### src/rtl/keypad_emulator_pkg.sv
// keypad_emulator_pkg
// Shared types and helpers for the 4x4 keypad emulator.
//   state_t   : emulator FSM states (IDLE / PRESS / RELEASE)
//   KEY_W     : width of a key code (row = [3:2], col = [1:0])
//   ROWS/COLS : matrix dimensions
//   key_row() / key_col() : split a key code into its matrix coordinates
package keypad_emulator_pkg;

  localparam int KEY_W = 4;
  localparam int ROWS  = 4;
  localparam int COLS  = 4;

  typedef enum logic [1:0] {
    IDLE    = 2'd0,
    PRESS   = 2'd1,
    RELEASE = 2'd2
  } state_t;

  function automatic logic [1:0] key_row(input logic [KEY_W-1:0] code);
    return code[3:2];
  endfunction

  function automatic logic [1:0] key_col(input logic [KEY_W-1:0] code);
    return code[1:0];
  endfunction

endpackage

### src/rtl/keypad_emulator_fifo.sv
// keypad_emulator_fifo
// Synchronous FIFO of key codes (DEPTH x KEY_W). DEPTH must be a power of
// two so the pointers wrap naturally.
// Ports:
//   CLOCK_50 : clock
//   reset_n  : asynchronous active-low reset (empties the queue)
//   wr_en    : write request (ignored while full, even with a same-cycle read)
//   wr_data  : key code to enqueue
//   rd_en    : read request (ignored while empty)
//   rd_data  : head of the queue (valid while !empty)
//   full     : queue holds DEPTH entries
//   empty    : queue holds no entries
//   level    : current occupancy, 0..DEPTH
module keypad_emulator_fifo
  import keypad_emulator_pkg::*;
#(
  parameter int DEPTH = 8
) (
  input  logic                   CLOCK_50,
  input  logic                   reset_n,
  input  logic                   wr_en,
  input  logic [KEY_W-1:0]       wr_data,
  input  logic                   rd_en,
  output logic [KEY_W-1:0]       rd_data,
  output logic                   full,
  output logic                   empty,
  output logic [$clog2(DEPTH):0] level
);

  localparam int AW = $clog2(DEPTH);

  logic [KEY_W-1:0] mem [DEPTH];
  logic [AW-1:0]    wr_ptr;
  logic [AW-1:0]    rd_ptr;
  logic             do_wr;
  logic             do_rd;

  assign full    = (level == (AW+1)'(DEPTH));
  assign empty   = (level == '0);
  assign do_wr   = wr_en && !full;
  assign do_rd   = rd_en && !empty;
  assign rd_data = mem[rd_ptr];

  always_ff @(posedge CLOCK_50 or negedge reset_n) begin
    if (!reset_n) begin
      wr_ptr <= '0;
      rd_ptr <= '0;
      level  <= '0;
    end else begin
      if (do_wr) wr_ptr <= wr_ptr + 1'b1;
      if (do_rd) rd_ptr <= rd_ptr + 1'b1;
      case ({do_wr, do_rd})
        2'b10:   level <= level + 1'b1;
        2'b01:   level <= level - 1'b1;
        default: level <= level;
      endcase
    end
  end

  always_ff @(posedge CLOCK_50) begin
    if (do_wr) mem[wr_ptr] <= wr_data;
  end

endmodule

### src/rtl/keypad_emulator.sv
// keypad_emulator
// Emulates the 4x4 matrix keypad seen by the keypad scanner. Key codes are
// queued via valid/ready; each key is held for PRESS_TICKS ticks, then
// released for RELEASE_TICKS ticks. While held, the key's column is pulled
// low whenever the scanner grounds the key's row.
// Optional build macro: KEYPAD_EMULATOR_BOUNCE_EN -- the first BOUNCE_TICKS
// ticks of every press toggle on/off each tick before settling.
// Ports:
//   CLOCK_50   : system clock
//   reset_n    : asynchronous active-low reset
//   key_valid  : key_code is offered
//   key_code   : key to type (row = [3:2], col = [1:0])
//   key_ready  : queue can accept a key
//   row_n      : scanner rows, active low (1 when released / tri-stated)
//   col_drive  : 1 = pull that column low (top level maps 0 to high-Z)
//   busy       : a key is pressed/released or the queue is non-empty
//   fifo_level : current queue occupancy
module keypad_emulator
  import keypad_emulator_pkg::*;
#(
  parameter int CLK_DIV       = 50000,
  parameter int PRESS_TICKS   = 40,
  parameter int RELEASE_TICKS = 40,
  parameter int FIFO_DEPTH    = 8,
  parameter int BOUNCE_TICKS  = 6
) (
  input  logic                        CLOCK_50,
  input  logic                        reset_n,
  input  logic                        key_valid,
  input  logic [KEY_W-1:0]            key_code,
  output logic                        key_ready,
  input  logic [ROWS-1:0]             row_n,
  output logic [COLS-1:0]             col_drive,
  output logic                        busy,
  output logic [$clog2(FIFO_DEPTH):0] fifo_level
);

  // A bounce window longer than the press is cut short so the press
  // always ends in its steady phase.
  localparam int BOUNCE_EFF = (BOUNCE_TICKS >= PRESS_TICKS) ? PRESS_TICKS - 1 : BOUNCE_TICKS;
  localparam int MAXT_PR    = (PRESS_TICKS > RELEASE_TICKS) ? PRESS_TICKS : RELEASE_TICKS;
  localparam int MAXT       = (MAXT_PR > BOUNCE_EFF) ? MAXT_PR : BOUNCE_EFF;
  localparam int TW         = (MAXT > 1) ? $clog2(MAXT) : 1;
  localparam int PW         = (CLK_DIV > 1) ? $clog2(CLK_DIV) : 1;

  state_t           state;
  state_t           state_next;
  logic [PW-1:0]    pre_cnt;
  logic [TW-1:0]    tick_cnt;
  logic             tick;
  logic [KEY_W-1:0] cur_key;
  logic [ROWS-1:0]  row_s1;
  logic [ROWS-1:0]  row_s2;
  logic [COLS-1:0]  drive_next;
  logic             press_en;
  logic             fifo_rd;
  logic             fifo_full;
  logic             fifo_empty;
  logic [KEY_W-1:0] fifo_head;

  keypad_emulator_fifo #(
    .DEPTH (FIFO_DEPTH)
  ) u_fifo (
    .CLOCK_50 (CLOCK_50),
    .reset_n  (reset_n),
    .wr_en    (key_valid),
    .wr_data  (key_code),
    .rd_en    (fifo_rd),
    .rd_data  (fifo_head),
    .full     (fifo_full),
    .empty    (fifo_empty),
    .level    (fifo_level)
  );

  assign key_ready = !fifo_full;
  assign busy      = (state != IDLE) || !fifo_empty;
  assign tick      = (pre_cnt == PW'(CLK_DIV - 1));

`ifdef KEYPAD_EMULATOR_BOUNCE_EN
  // Even tick indices inside the bounce window are "on", odd ones "off".
  assign press_en = (tick_cnt >= TW'(BOUNCE_EFF)) || !tick_cnt[0];
`else
  assign press_en = 1'b1;
`endif

  always_comb begin
    state_next = state;
    fifo_rd    = 1'b0;
    drive_next = '0;
    case (state)
      IDLE: begin
        if (!fifo_empty) begin
          fifo_rd    = 1'b1;
          state_next = PRESS;
        end
      end
      PRESS: begin
        if (press_en && !row_s2[key_row(cur_key)])
          drive_next[key_col(cur_key)] = 1'b1;
        if (tick && (tick_cnt == TW'(PRESS_TICKS - 1)))
          state_next = RELEASE;
      end
      RELEASE: begin
        if (tick && (tick_cnt == TW'(RELEASE_TICKS - 1)))
          state_next = IDLE;
      end
      default: state_next = IDLE;
    endcase
  end

  always_ff @(posedge CLOCK_50 or negedge reset_n) begin
    if (!reset_n) begin
      state     <= IDLE;
      pre_cnt   <= '0;
      tick_cnt  <= '0;
      cur_key   <= '0;
      row_s1    <= '1;
      row_s2    <= '1;
      col_drive <= '0;
    end else begin
      state     <= state_next;
      row_s1    <= row_n;
      row_s2    <= row_s1;
      col_drive <= drive_next;
      if (fifo_rd) cur_key <= fifo_head;
      // Restarting the prescaler on every state change makes each phase an
      // exact multiple of CLK_DIV cycles.
      if ((state_next != state) || (state == IDLE)) begin
        pre_cnt  <= '0;
        tick_cnt <= '0;
      end else begin
        pre_cnt <= tick ? '0 : pre_cnt + 1'b1;
        if (tick) tick_cnt <= tick_cnt + 1'b1;
      end
    end
  end

endmodule

### config.mk
export PLATFORM = sky130hd
export DESIGN_NAME = keypad_emulator
export DESIGN_NICKNAME = d
export VERILOG_FILES = /design/src/rtl/keypad_emulator_pkg.sv /design/src/rtl/keypad_emulator_fifo.sv /design/src/rtl/keypad_emulator.sv
export SDC_FILE = /design/constraint.sdc
export NUM_CORES = 1
export LEC_CHECK = 0
export BUFFER_PORTS_ARGS = -buffer_cell sky130_fd_sc_hd__clkbuf_2
export CORE_ASPECT_RATIO = 0.5
export CORE_MARGIN = 2
export CORE_UTILIZATION = 55
export CTS_CLUSTER_DIAMETER = 150
export DETAILED_ROUTE_END_ITERATION = 10
export GPL_ROUTABILITY_DRIVEN = 0
export PLACE_DENSITY = 0.74
export REMOVE_ABC_BUFFERS = 1
export SLEW_MARGIN = 20
export SYNTH_ARGS = -nofsm -noshare
export SYNTH_HDL_FRONTEND = slang
export SYNTH_SLANG_ARGS = --single-unit
### constraint.sdc
create_clock -name CLOCK_50 -period 3.6 [get_ports CLOCK_50]
set_input_delay 0.36 -clock CLOCK_50 [delete_from_list [all_inputs] [get_ports CLOCK_50]]
set_output_delay 0.36 -clock CLOCK_50 [all_outputs]
set_load 0.005 [all_outputs]
Word level (Yosys, flattened, before mapping) --
Memories as Yosys holds them, arrays and structs flattened. A register that Yosys moved wholly into a read port is not among the register bits. Cells that the tools add are included.
Word-level totals: memories kept 1, bits in writable memories 32, register bits after elaboration 46, output and inout bits 10, input port bits 11
Cells by class: equality and inequality tests 8, order comparisons 3, add/sub/neg operators 6, mux-type cells 19, reduce and logical (&&, ||, !) cells 14
Memories:
- u_fifo.mem | depth 8, bits a word 4, read ports 1, clocked after Yosys merged registers in 1, wr ports 1, RTL line keypad_emulator_fifo.sv:32 | logic [KEY_W-1:0] mem [DEPTH];
Operator list (count):
- $mux W16 | 2
- $add A16 B1 Y16 const B | 1
- $eq A16 B16 Y1 const B | 1
- $mux W6 | 2
- $mux W4 | 2
- $pmux W4 S2 | 1
- $add A3 B1 Y3 const B | 2
- $add A6 B1 Y6 const B | 1
- $eq A6 B6 Y1 const B | 1
- $lt A2 B3 Y1 const B | 2
- $mux W1 | 6
- $mux W2 | 3
- $pmux W2 S3 | 1
- $reduce_bool A2 Y1 | 3
- $add A4 B1 Y4 const B | 1
- $eq A2 B1 Y1 const B | 2
- $eq A2 B2 Y1 const B | 2
- $eq A4 B4 Y1 const B | 1
- $logic_and A1 B1 Y1 | 4
- $logic_not A4 Y1 | 1
- $sub A4 B1 Y4 const B | 1
- $logic_not A1 Y1 | 3
- $bmux W1 S2 | 1
- $demux W1 S2 | 1
- 4 further kinds | 5

Logic depth before layout (Yosys ltp) --
Gate-level depths: netlist (run 1).
depth in word-level cells 7, depth in mapped cells 9, gate-level depth less buffers 9

Modules after synthesis --
From an unflattened synthesis (run 1), not the netlist that was laid out.
Unflattened totals: cell total of the unflattened synthesis 268, area total of the unflattened synthesis 3598.5 sq um
By module, submodules not included:
- keypad_emulator_fifo | area each 1858.0 sq um, instances 1, cells an instance 113
- keypad_emulator | area each 1740.4 sq um, instances 1, cells an instance 155

Least setup slack after synthesis (run 1) --
OpenSTA, ideal clock, no wires.
path kind reg-to-reg, start reg u_fifo.level[2], end reg u_fifo.level[3], stages on the path, launching flop included 9, slack 1.146 ns, library setup time 0.080 ns, clock period less this slack 2.454 ns, data arrival time 2.374 ns, path through dfrtp_1 -> or4b_2 -> nand2_1 -> ha_1 -> ha_1 -> a21o_1 -> a21oi_1 -> mux2i_1 -> xnor2_1
Between the ends: elaborated cells on any way between the ends 14, those cells by class 2 x add/sub; 3 x eq/ne; 3 x mux; 6 x reduce/logical
RTL lines:
- start: declaration | RTL line keypad_emulator_fifo.sv:27 | output logic [$clog2(DEPTH):0] level
- start signal: assignment | RTL line keypad_emulator_fifo.sv:53 | 2'b10: level <= level + 1'b1;
- start signal: assignment | RTL line keypad_emulator_fifo.sv:54 | 2'b01: level <= level - 1'b1;
- start signal: assignment | RTL line keypad_emulator_fifo.sv:55 | default: level <= level;
- $eq A4 B4 Y1 (*) | RTL line keypad_emulator_fifo.sv:38 | assign full = (level == (AW+1)'(DEPTH));
- $logic_not A1 Y1 (*)
- via key_ready | RTL line keypad_emulator.sv:31 | output logic key_ready,
- $logic_and A1 B1 Y1 (*) | RTL line keypad_emulator_fifo.sv:40 | assign do_wr = wr_en && !full;
- $eq A2 B1 Y1 or $eq A2 B2 Y1 (tied branches) | RTL line keypad_emulator_fifo.sv:52 | case ({do_wr, do_rd})
- $pmux W4 S2 or $reduce_bool A2 Y1 (tied branches)
Mark *: on every way through the listed nets, which the timed path passes. The rest lies on a longest branch. A chain may end at the register's enable or synchronous reset.

Worst setup path in the final report (run 1) --
start reg u_fifo.level[2], end reg u_fifo.level[3]
Between the ends: cells in the longest elaborated chain, start to end 6, elaborated cells on any way between the ends 14, those cells by class 2 x add/sub; 3 x eq/ne; 3 x mux; 6 x reduce/logical
RTL lines:
- $logic_not A4 Y1 (*) | RTL line keypad_emulator_fifo.sv:39 | assign empty = (level == '0);
- $mux W1 (*) | RTL line keypad_emulator.sv:92 | if (!fifo_empty) begin
- $mux W1 (*) | RTL line keypad_emulator.sv:90 | case (state)
- via fifo_rd | RTL line keypad_emulator.sv:56 | logic fifo_rd;
- $logic_and A1 B1 Y1 (*) | RTL line keypad_emulator_fifo.sv:41 | assign do_rd = rd_en && !empty;
- $eq A2 B1 Y1 or $eq A2 B2 Y1 (tied branches) | RTL line keypad_emulator_fifo.sv:52
- $pmux W4 S2 or $reduce_bool A2 Y1 (tied branches)
Marked as above.

==> flow_metrics.py, run 1 <==
metrics = {
    "clock_tree": {
        "htree_levels": 3,
        "cts_buffers": 9,
        "cts_tree": "yes",
        "clock_path_buffers": 2,
        "clk_pin_slew_worst_paths_ns": 0.06,
        "clk_latency_ns": 0.34,
        "cts-root-buf": "clkbuf_16",
        "cts_resized": 0,
        "cts_hold_buf": 0,
        "post-cts-setup-buffers": 0,
        "clock-sinks": 82,
    },
    "route": {
        "drtIter0Drc": 134,
        "via_per_inst": 5.47,
        "first_pass_iters": 4,
        "wl_per_cell_um": 15.6,
        "drc": 0,
        "vias": 2099,
        "antenna_left": 0,
        "wirelength_um": 5980,
    },
    "sta": {
        "tns_ns": 0,
        "skew_ns": 0.00391,
        "whs_ns": 0.103,
        "tightest_slew_ns": 0.880,
        "maxSlewViolCount": 0,
        "rsz0062_at_grt": "no",
        "fin_crit_ns": 2.65,
        "fmax_mhz": 378,
        "hold_viol": 0,
        "relSlewSlack_pct": 41.4,
        "fin_crit_sh_pct": 73.5,
        "setup_viol": 0,
    },
    "power": {
        "power_density_mw_per_mm2": 585,
        "power_switching_uw": 584,
        "power.internal_mw": 1.74,
        "p_seq_share_pct": 49.6,
        "p_comb_share_pct": 11.3,
        "pwr-share-clk_pct": 39.1,
        "power_leakage_nw": 1.61,
        "vdd_drop_max_mv": 0.551,
        "swShare_pct": 25.1,
    },
    "global_routing": {
        "grt_usage_pct": 20.3,
        "met3_usage_pct": 8.22,
        "grt_pass1_wl_um": 10200,
        "grt_max_degree": 42,
        "grt_pass1_vias": 2053,
        "met1_usage_pct": 25.2,
        "grt_util_met2_pct": 33.6,
        "antenna_found_initial": 0,
        "grt_overflow_total": 0,
        "top_usage_layer": "met2",
    },
    "cells_and_area": {
        "final_core_util_pct": 65.1,
        "antenna_cells": 0,
        "final_net_count": 310,
        "syn2layout_area_growth_pct": 14.1,
        "drive_above_1_share_pct": 19.9,
    },
    "floorplanning": {
        "num_rows": 20,
        "start_util_pct": 57.0,
        "io_pins": 21,
        "die_w_um": 117,
        "core_region_area_mm2": 0.00611,
        "die_height_um": 60.3,
        "die_area_mm2": 0.00702,
    },
    "critical_path": {
        "cp-start-kind": "flip-flop",
        "crit_arrival_ns": 2.91,
        "critPathKind": "reg2reg",
        "cpMostUsedCell": "ha_1",
        "cp.depth": 9,
        "r2r_cells": 9,
        "cp-end-kind": "flip-flop",
        "cp_top_family": "simple AND/OR/NAND/NOR gates",
        "path_max_fanout": 12,
        "path_cells": "nor4_1 > nand2b_1 > inv_1 > ha_1 > ha_1 > a21o_1 > a21oi_1 > mux2i_1 > xnor2_1",
        "required_ns": 3.86,
        "cpMaxStageDelayCell": "dfrtp_1",
        "crit_buf_inv": 1,
        "critical_path.max_stage_delay_ns": 0.41,
    },
    "placed_design": {
        "port_buffers": 20,
        "dp_hpwl_um": 4140,
    },
    "worst_hold_path": {
        "min_delay_path_depth": 1,
        "hold_class": "in2reg",
    },
    "outcome": {
        "outcome": "completed",
    },
    "yosys": {
        "yosys-top-cells-area": "dfrtp_1, edfxtp_1, dfstp_2",
        "yosysTopAreaCell": "dfrtp_1",
        "synthArstFlopShare_pct": 61.0,
        "synth_edf_count": 32,
        "ys_seq_elements": 82,
        "synth.top_cell.area_share_pct": 30.2,
        "synth-main-ff-cell": "dfrtp_1",
        "netlist_instances": 266,
        "netlist_area_mm2": 0.00348,
        "yosysWarnings": 0,
        "ys_seq_area_share_pct": 63.8,
        "synth_area_per_cell_um2": 13.1,
        "synth.distinct_cells": 36,
    },
    "job": {
        "drv_cap": 0,
    },
}
[cell usage after synthesis, types with 5 or more instances]
cell type	count
dfrtp_1	42
edfxtp_1	32
nor2_1	30
nand2_1	24
xnor2_1	18
o21ai_0	11
inv_1	9
mux4_2	9
dfstp_2	8
nand3_1	8
a21oi_1	7
ha_1	7
nor3_1	7
mux2i_1	6
nand4_1	6
clkbuf_1	5
nor4_1	5
[power groups by stage]
stage / logic, mW / registers (mW) / clock network (mW)
CTS: 0.267 / 1.15 / 0.926
finish: 0.261 / 1.15 / 0.909
global route: 0.298 / 1.17 / 0.971
global placement: 0.253 / 1.16 / 0
floorplan: 0.173 / 1.15 / 0
detailed placement: 0.265 / 1.17 / 0
[worst register-to-register path, cell delays in order (launching register included)]
cell and delay (ns):
dfrtp_1 0.41, nor4_1 0.35, nand2b_1 0.41, inv_1 0.14, ha_1 0.27, ha_1 0.29, a21o_1 0.16, a21oi_1 0.17
mux2i_1 0.24, xnor2_1 0.13
[cell type report]
type                            instances  area (um2)
Fill cell                             452        2130
Multi-Input combinational cell        168        1200
Tap cell                               88         110
Inverter                                9        33.8
Sequential cell                        82        2220
Clock inverter                          7        76.3
Clock buffer                            9         225
Timing Repair Buffer                   21         108
[path summary, 6_finish.rpt]
check | endpoint | start | slack (ns)
max in group asynchronous | pre_cnt[7] | reset_n | 2.79
min in group asynchronous | u_fifo.wr_ptr[2] | reset_n | 0.13
max reg2reg | u_fifo.level[3] | u_fifo.level[2] | 0.95
max | u_fifo.level[3] | u_fifo.level[2] | 0.95
min reg2reg | row_s2[2] | row_s1[2] | 0.36
min | row_s1[2] | row_n[2] | 0.10
[placed cells by master, fill, tap and decap left out, types with 8 or more instances in the layout]
master	instances
clkbuf_16	9
clkbuf_2	19
dfrtp_1	42
dfstp_2	8
edfxtp_1	32
inv_1	9
mux4_2	9
nand2_1	24
nand3_1	8
nor2_1	30
o21ai_0	11
xnor2_1	18
[per-layer routing]
metal | up-vias | share of wire (%)
met2 | 37 | 50
li1 | 1010 | -
met4 | 0 | 0.64
met5 | - | 0
met1 | 1048 | 45
met3 | 4 | 4.1
[stage by stage]
step | std cells | setup slack [ns] | power (mW) | instance area [um2]
2_1_floorplan | 259 | 1.15 | 1.32 | 3450
3_3_place_gp | 368 | 1.05 | 1.41 | 3670
6_report | 384 | 0.953 | 2.32 | 3970
3_5_place_dp | 368 | 0.972 | 1.43 | 3670
5_1_grt | 384 | 0.664 | 2.44 | 3970
4_1_cts | 384 | 0.946 | 2.35 | 3970
[sequential cells by signal, indices dropped and copies added (netlist names)]
register	flops
cur_key	4
col_drive	4
u_fifo.level	4
u_fifo.wr_ptr	3
state	2
tick_cnt	6
pre_cnt	16
row_s2	4
row_s1	4
u_fifo.mem	32
u_fifo.rd_ptr	3
[cells by family after synthesis]
group / share of synthesized area [%]
simple gates: 14.9
buf+inv: 1.80
xor+xnor: 5.53
flops: 63.8
mux: 7.87
compound gates: 3.02
fa+ha+maj: 3.09
Note: power is estimated with default switching activity, not from simulation.
==> run 2: changes to the inputs <==
CORE_UTILIZATION = 54   (was 55)
PLACE_DENSITY = 0.76   (was 0.74)
clock period = 2.4 ns   (was 3.6 ns; I/O delays follow)
==> run 2 against run 1 <==
Effect of this change: sequential cell count stayed put; die area is 1.8% higher; worst hold slack better by 0.082 ns; cell count is 3.4% higher; sequential share of layout area is 2.4 points lower; maximum frequency is 14% higher; clock skew is 0.0012 ns higher; power is 59% higher; critical path depth is 1 lower; combinational power is 89% higher; critical path type unchanged; largest power group unchanged; highest routed layer unchanged.
==> flow_metrics.py, run 2 (same netlist as run 1, synthesis figures left out) <==
metrics = {
    "sta": {
        "tns_ns": 0,
        "setup_viol": 0,
        "maxSlewViolCount": 0,
        "tightest_slew_ns": 0.675,
        "hold_viol": 0,
        "fin_crit_sh_pct": 96.4,
        "skew_ns": 0.00513,
        "relSlewSlack_pct": 55.0,
        "fin_crit_ns": 2.31,
        "finalWorstSetupSlack_ns": 0.0874,
        "fmax_mhz": 432,
    },
    "route": {
        "first_pass_iters": 4,
        "wl_per_cell_um": 15.6,
        "drtIter0Drc": 210,
        "wirelength_um": 6180,
        "antenna_left": 0,
        "drc": 0,
        "via_per_inst": 5.40,
        "vias": 2145,
    },
    "global_routing": {
        "grt_usage_pct": 19.8,
        "grt_overflow_total": 0,
        "grt_pass1_vias": 2133,
        "antenna_found_initial": 0,
        "grt_max_degree": 27,
        "grt_pass1_wl_um": 10400,
    },
    "power": {
        "p_seq_share_pct": 46.7,
        "power_switching_uw": 913,
        "p_comb_share_pct": 13.3,
        "swShare_pct": 24.7,
        "power_leakage_nw": 1.69,
        "power.internal_mw": 2.78,
        "power_density_mw_per_mm2": 888,
        "pwr-share-clk_pct": 40.0,
        "vdd_drop_max_mv": 0.906,
    },
    "critical_path": {
        "cp-start-kind": "flip-flop",
        "cp-end-kind": "flip-flop",
        "path_cells": "or4b_4 > nand2_2 > ha_1 > ha_1 > a21o_1 > a21oi_2 > mux2i_1 > xnor2_1",
        "path_max_fanout": 3,
        "required_ns": 2.65,
        "cpMostUsedCell": "ha_1",
        "critical_path.max_stage_delay_ns": 0.56,
        "critPathKind": "reg2reg",
        "crit_arrival_ns": 2.56,
        "cpMaxStageDelayCell": "or4b_4",
    },
    "clock_tree": {
        "cts-root-buf": "clkbuf_16",
        "htree_levels": 3,
        "clock-sinks": 82,
        "clk_pin_slew_worst_paths_ns": 0.06,
        "clk_latency_ns": 0.34,
        "cts_buffers": 9,
        "cts_tree": "yes",
        "clock_path_buffers": 2,
    },
    "cells_and_area": {
        "drive_above_1_share_pct": 23.6,
        "reg_top3": "u_fifo.mem x32, pre_cnt x16, tick_cnt x6",
        "syn2layout_area_growth_pct": 19.4,
        "antenna_cells": 0,
        "largest_register": "u_fifo.mem",
        "final_net_count": 323,
        "final_common_cell": "dfrtp_1",
        "largest_reg_flops": 32,
        "layout_common_cells": "dfrtp_1, edfxtp_1, nor2_1",
    },
    "floorplanning": {
        "die_height_um": 60.8,
        "core_region_area_mm2": 0.00616,
        "start_util_pct": 56.6,
        "io_pins": 21,
        "die_w_um": 118,
        "die_area_mm2": 0.00715,
        "num_rows": 20,
    },
    "worst_hold_path": {
        "hold_class": "in2reg",
    },
    "outcome": {
        "outcome": "completed",
    },
    "job": {
        "drv_cap": 0,
    },
    "placed_design": {
        "port_buffers": 20,
        "pre_cts_ws_ns": 0.0317,
        "dp_hpwl_um": 4160,
    },
}
==> run 2: cell types whose count changed in the layout (fill, tap and decap cells not counted), moves of 2 or more <==
cell and delta:
buf_4 +6, dfrtp_2 +2, dfrtp_1 -2, dlygate4sd3_1 +5, buf_12 +2
==> run 2: what timing repair did <==
item,4_1_cts,5_1_grt
buffers inserted,0,1
setup endpoints to repair,1,1
resized for setup,4,3
hold buffers,5,0
pin swaps,1,0
hold endpoints to repair,28,0
==> run 2: power by group through the flow <==
| stage | Combinational (mW) | Clock [mW] | Sequential [mW] |
|---|---|---|---|
| final | 0.492 | 1.48 | 1.72 |
| after global routing | 0.543 | 1.56 | 1.74 |
| after detailed placement | 0.449 | 0 | 1.73 |
| after CTS | 0.475 | 1.50 | 1.72 |
| after floorplan | 0.259 | 0 | 1.72 |
| after global placement | 0.423 | 0 | 1.72 |
==> run 2: area by class of cell <==
cell class / instances / area (um2)
clock inverters: 7 / 98.8
well taps: 88 / 110
flip-flops and latches: 82 / 2220
repair buffers: 34 / 243
clock buffers: 9 / 225
fillers: 451 / 2000
multi-input cells: 168 / 1220
inverters: 9 / 33.8
==> run 2: stage by stage <==
stage	area, um2	hold slack [ns]	total power [mW]	util [%]	cells
4_1_cts	4140	0.181	3.69	67.3	396
5_1_grt	4160	0.181	3.84	67.6	397
3_5_place_dp	3750	0.303	2.18	60.9	375
3_3_place_gp	3750	0.289	2.15	60.9	375
6_report	4160	0.185	3.69	67.6	397
2_1_floorplan	3450	-0.0556	1.98	-	259
==> run 2: critical path, delay by kind of cell (launching register included) <==
| kind | cells | cell delay (ns) |
|---|---|---|
| simple gates | 2 | 0.65 |
| compound gates | 2 | 0.31 |
| mux | 1 | 0.27 |
| xor+xnor | 1 | 0.16 |
| fa+ha+maj | 2 | 0.40 |
| flops | 1 | 0.42 |
==> run 2: worst paths after layout <==
check	start	end	slack [ns]	cells past startpoint
worst max-delay path	u_fifo.level[2]	u_fifo.level[3]	0.09	8
worst min-delay path	key_code[2]	u_fifo.mem[0][2]	0.19	1
worst max register to register	u_fifo.level[2]	u_fifo.level[3]	0.09	8
worst min register to register	row_s1[1]	row_s2[1]	0.36	0
max in group asynchronous	reset_n	row_s1[2]	1.29	3
min in group asynchronous	reset_n	u_fifo.wr_ptr[1]	0.46	2
==> run 2: layer usage <==
layer	wire length (um)	GRT usage, %	up-vias	share of wire, %
met5	0	0	-	0
met4	75	6.54	0	1.2
met3	241	7.14	9	3.9
met2	3030	34.3	44	49
met1	2830	24.2	1063	46
li1	-	-	1029	-
==> run 3: changes to the inputs <==
PLACE_DENSITY = 0.8   (was 0.76)
==> run 3 against run 2 <==
Effect of this change: via count increased by 2.8%; sequential power is essentially flat; routed wire length rose by 7.8%; sequential share of layout area up 0.89 points; clock-buffer cell count did not move; non-clock buffer count shrank 2; worst setup slack got worse by 0.0078 ns; sequential cell count unchanged; highest routed layer unchanged.
==> flow_metrics.py, run 3 (same netlist as run 1, synthesis figures left out) <==
metrics = {
    "route": {
        "wirelength_um": 6660,
        "antenna_left": 0,
        "highest_layer": "met4",
        "route.met3.wl_um": 274,
        "first_pass_iters": 4,
        "drtIter0Drc": 170,
        "drc": 0,
        "wl_met2_um": 3490,
        "met1_length_um": 2770,
        "wl_per_cell_um": 16.9,
        "vias": 2205,
        "via_per_inst": 5.58,
    },
    "global_routing": {
        "grt_pass1_wl_um": 11000,
        "grt_overflow_total": 0,
        "grt_usage_pct": 20.6,
        "grt_pass1_vias": 2200,
        "grt_max_degree": 51,
        "antenna_found_initial": 0,
    },
    "power": {
        "power_leakage_nw": 1.66,
        "power_mw": 3.53,
        "power_density_mw_per_mm2": 863,
        "vdd_drop_max_mv": 0.533,
    },
    "outcome": {
        "outcome": "completed",
    },
    "cells_and_area": {
        "layout_common_cells": "dfrtp_1, edfxtp_1, nor2_1",
        "reg_top3": "u_fifo.mem x32, pre_cnt x16, tick_cnt x6",
        "post-route-cell-area_mm2": 0.00409,
        "syn2layout_area_growth_pct": 17.4,
        "largest_reg_flops": 32,
        "drive_above_1_share_pct": 23.1,
        "regArea_mm2": 0.00222,
        "final_common_cell": "dfrtp_1",
        "largest_register": "u_fifo.mem",
        "antenna_cells": 0,
        "final_net_count": 321,
        "stdcell_count": 395,
        "final_core_util_pct": 66.4,
        "final.fill_count": 410,
        "multiInputGateArea_mm2": 0.00122,
    },
    "placed_design": {
        "dpl.cell_count": 374,
        "dp_hpwl_um": 4440,
        "pre_cts_ws_ns": -0.0354,
        "port_buffers": 20,
        "postPlaceCellArea_mm2": 0.00372,
    },
    "critical_path": {
        "cp-start-kind": "flip-flop",
        "crit_arrival_ns": 2.57,
        "path_cells": "or4b_4 > nand2_2 > ha_1 > ha_1 > a21o_1 > a21oi_2 > mux2i_1 > xnor2_1",
        "cp-end-kind": "flip-flop",
        "cpMostUsedCell": "ha_1",
        "critical_path.max_stage_delay_ns": 0.56,
        "critPathKind": "reg2reg",
        "r2r_cells": 8,
        "path_max_fanout": 5,
        "required_ns": 2.65,
        "cpMaxStageDelayCell": "or4b_4",
    },
    "sta": {
        "setup_viol": 0,
        "finalWorstSetupSlack_ns": 0.0796,
        "fin_crit_ns": 2.32,
        "fmax_mhz": 431,
        "hold_viol": 0,
        "relSlewSlack_pct": 56.9,
        "skew_ns": 0.00889,
        "maxSlewViolCount": 0,
        "tightest_slew_ns": 0.641,
        "fin_crit_sh_pct": 96.7,
    },
    "floorplanning": {
        "num_rows": 20,
        "io_pins": 21,
        "core_region_area_mm2": 0.00616,
        "die_area_mm2": 0.00715,
        "start_util_pct": 56.6,
        "die_height_um": 60.8,
        "die_w_um": 118,
    },
    "clock_tree": {
        "htree_levels": 3,
        "clock-sinks": 82,
        "cts_tree": "yes",
        "clk_latency_ns": 0.33,
        "clock_path_buffers": 2,
        "clk_pin_slew_worst_paths_ns": 0.06,
        "cts_buffers": 9,
        "cts-root-buf": "clkbuf_16",
    },
    "job": {
        "drv_cap": 0,
    },
    "worst_hold_path": {
        "hold_class": "in2async",
    },
}
-- run 3: cell type report --
cell class | count | share of cell area (%)
clock buffer | 9 | 5.51
multi-input combinational | 168 | 29.9
timing repair buffer | 32 | 4.90
tap | 88 | 2.69
sequential | 82 | 54.4
clock inverter | 7 | 1.77
inverter | 9 | 0.826
-- run 3: worst paths after layout --
path	startpoint	endpoint	slack [ns]
min	reset_n	u_fifo.wr_ptr[1]	0.004
min reg2reg	row_s1[3]	row_s2[3]	0.36
min in group CLOCK_50	key_code[1]	u_fifo.mem[6][1]	0.19
max in group asynchronous	reset_n	u_fifo.level[2]	1.97
max	u_fifo.level[1]	u_fifo.level[3]	0.08
max reg2reg	u_fifo.level[1]	u_fifo.level[3]	0.08
-- run 3: layer usage --
layer | track usage, % | vias up
met2 | 39.2 | 51
met4 | 8.43 | 0
met5 | 0 | -
met1 | 24.1 | 1115
li1 | - | 1026
met3 | 4.32 | 13
-- run 3: per-stage QoR --
step	hold slack [ns]	TNS (ns)
final	0.00439	0
after global routing	0.0562	-0.00541
after CTS	0.0165	0
after detailed placement	0.331	-0.0354
after global placement	0.329	0
after floorplan	-0.0556	-0.0543
-- run 3: worst max-delay path, delay by kind of cell (launching register included) --
family          cells  cell delay [ns]
compound gates      2             0.33
simple gates        2             0.66
xor+xnor            1             0.14
flops               1             0.45
fa+ha+maj           2             0.41
mux                 1             0.25
-- run 3: what timing repair did --
item,in CTS,in global routing
resized for setup,4,2
endpoints found under the setup margin,2,1
hold endpoints to repair,4,0
hold buffers,4,0
setup buffers,1,0
-- run 3: power breakdown --
| part | switching, mW | internal [mW] | total, mW |
|---|---|---|---|
| logic | 0.235 | 0.225 | 0.460 |
| clock network | 0.596 | 0.733 | 1.33 |
| registers | 0.121 | 1.62 | 1.74 |
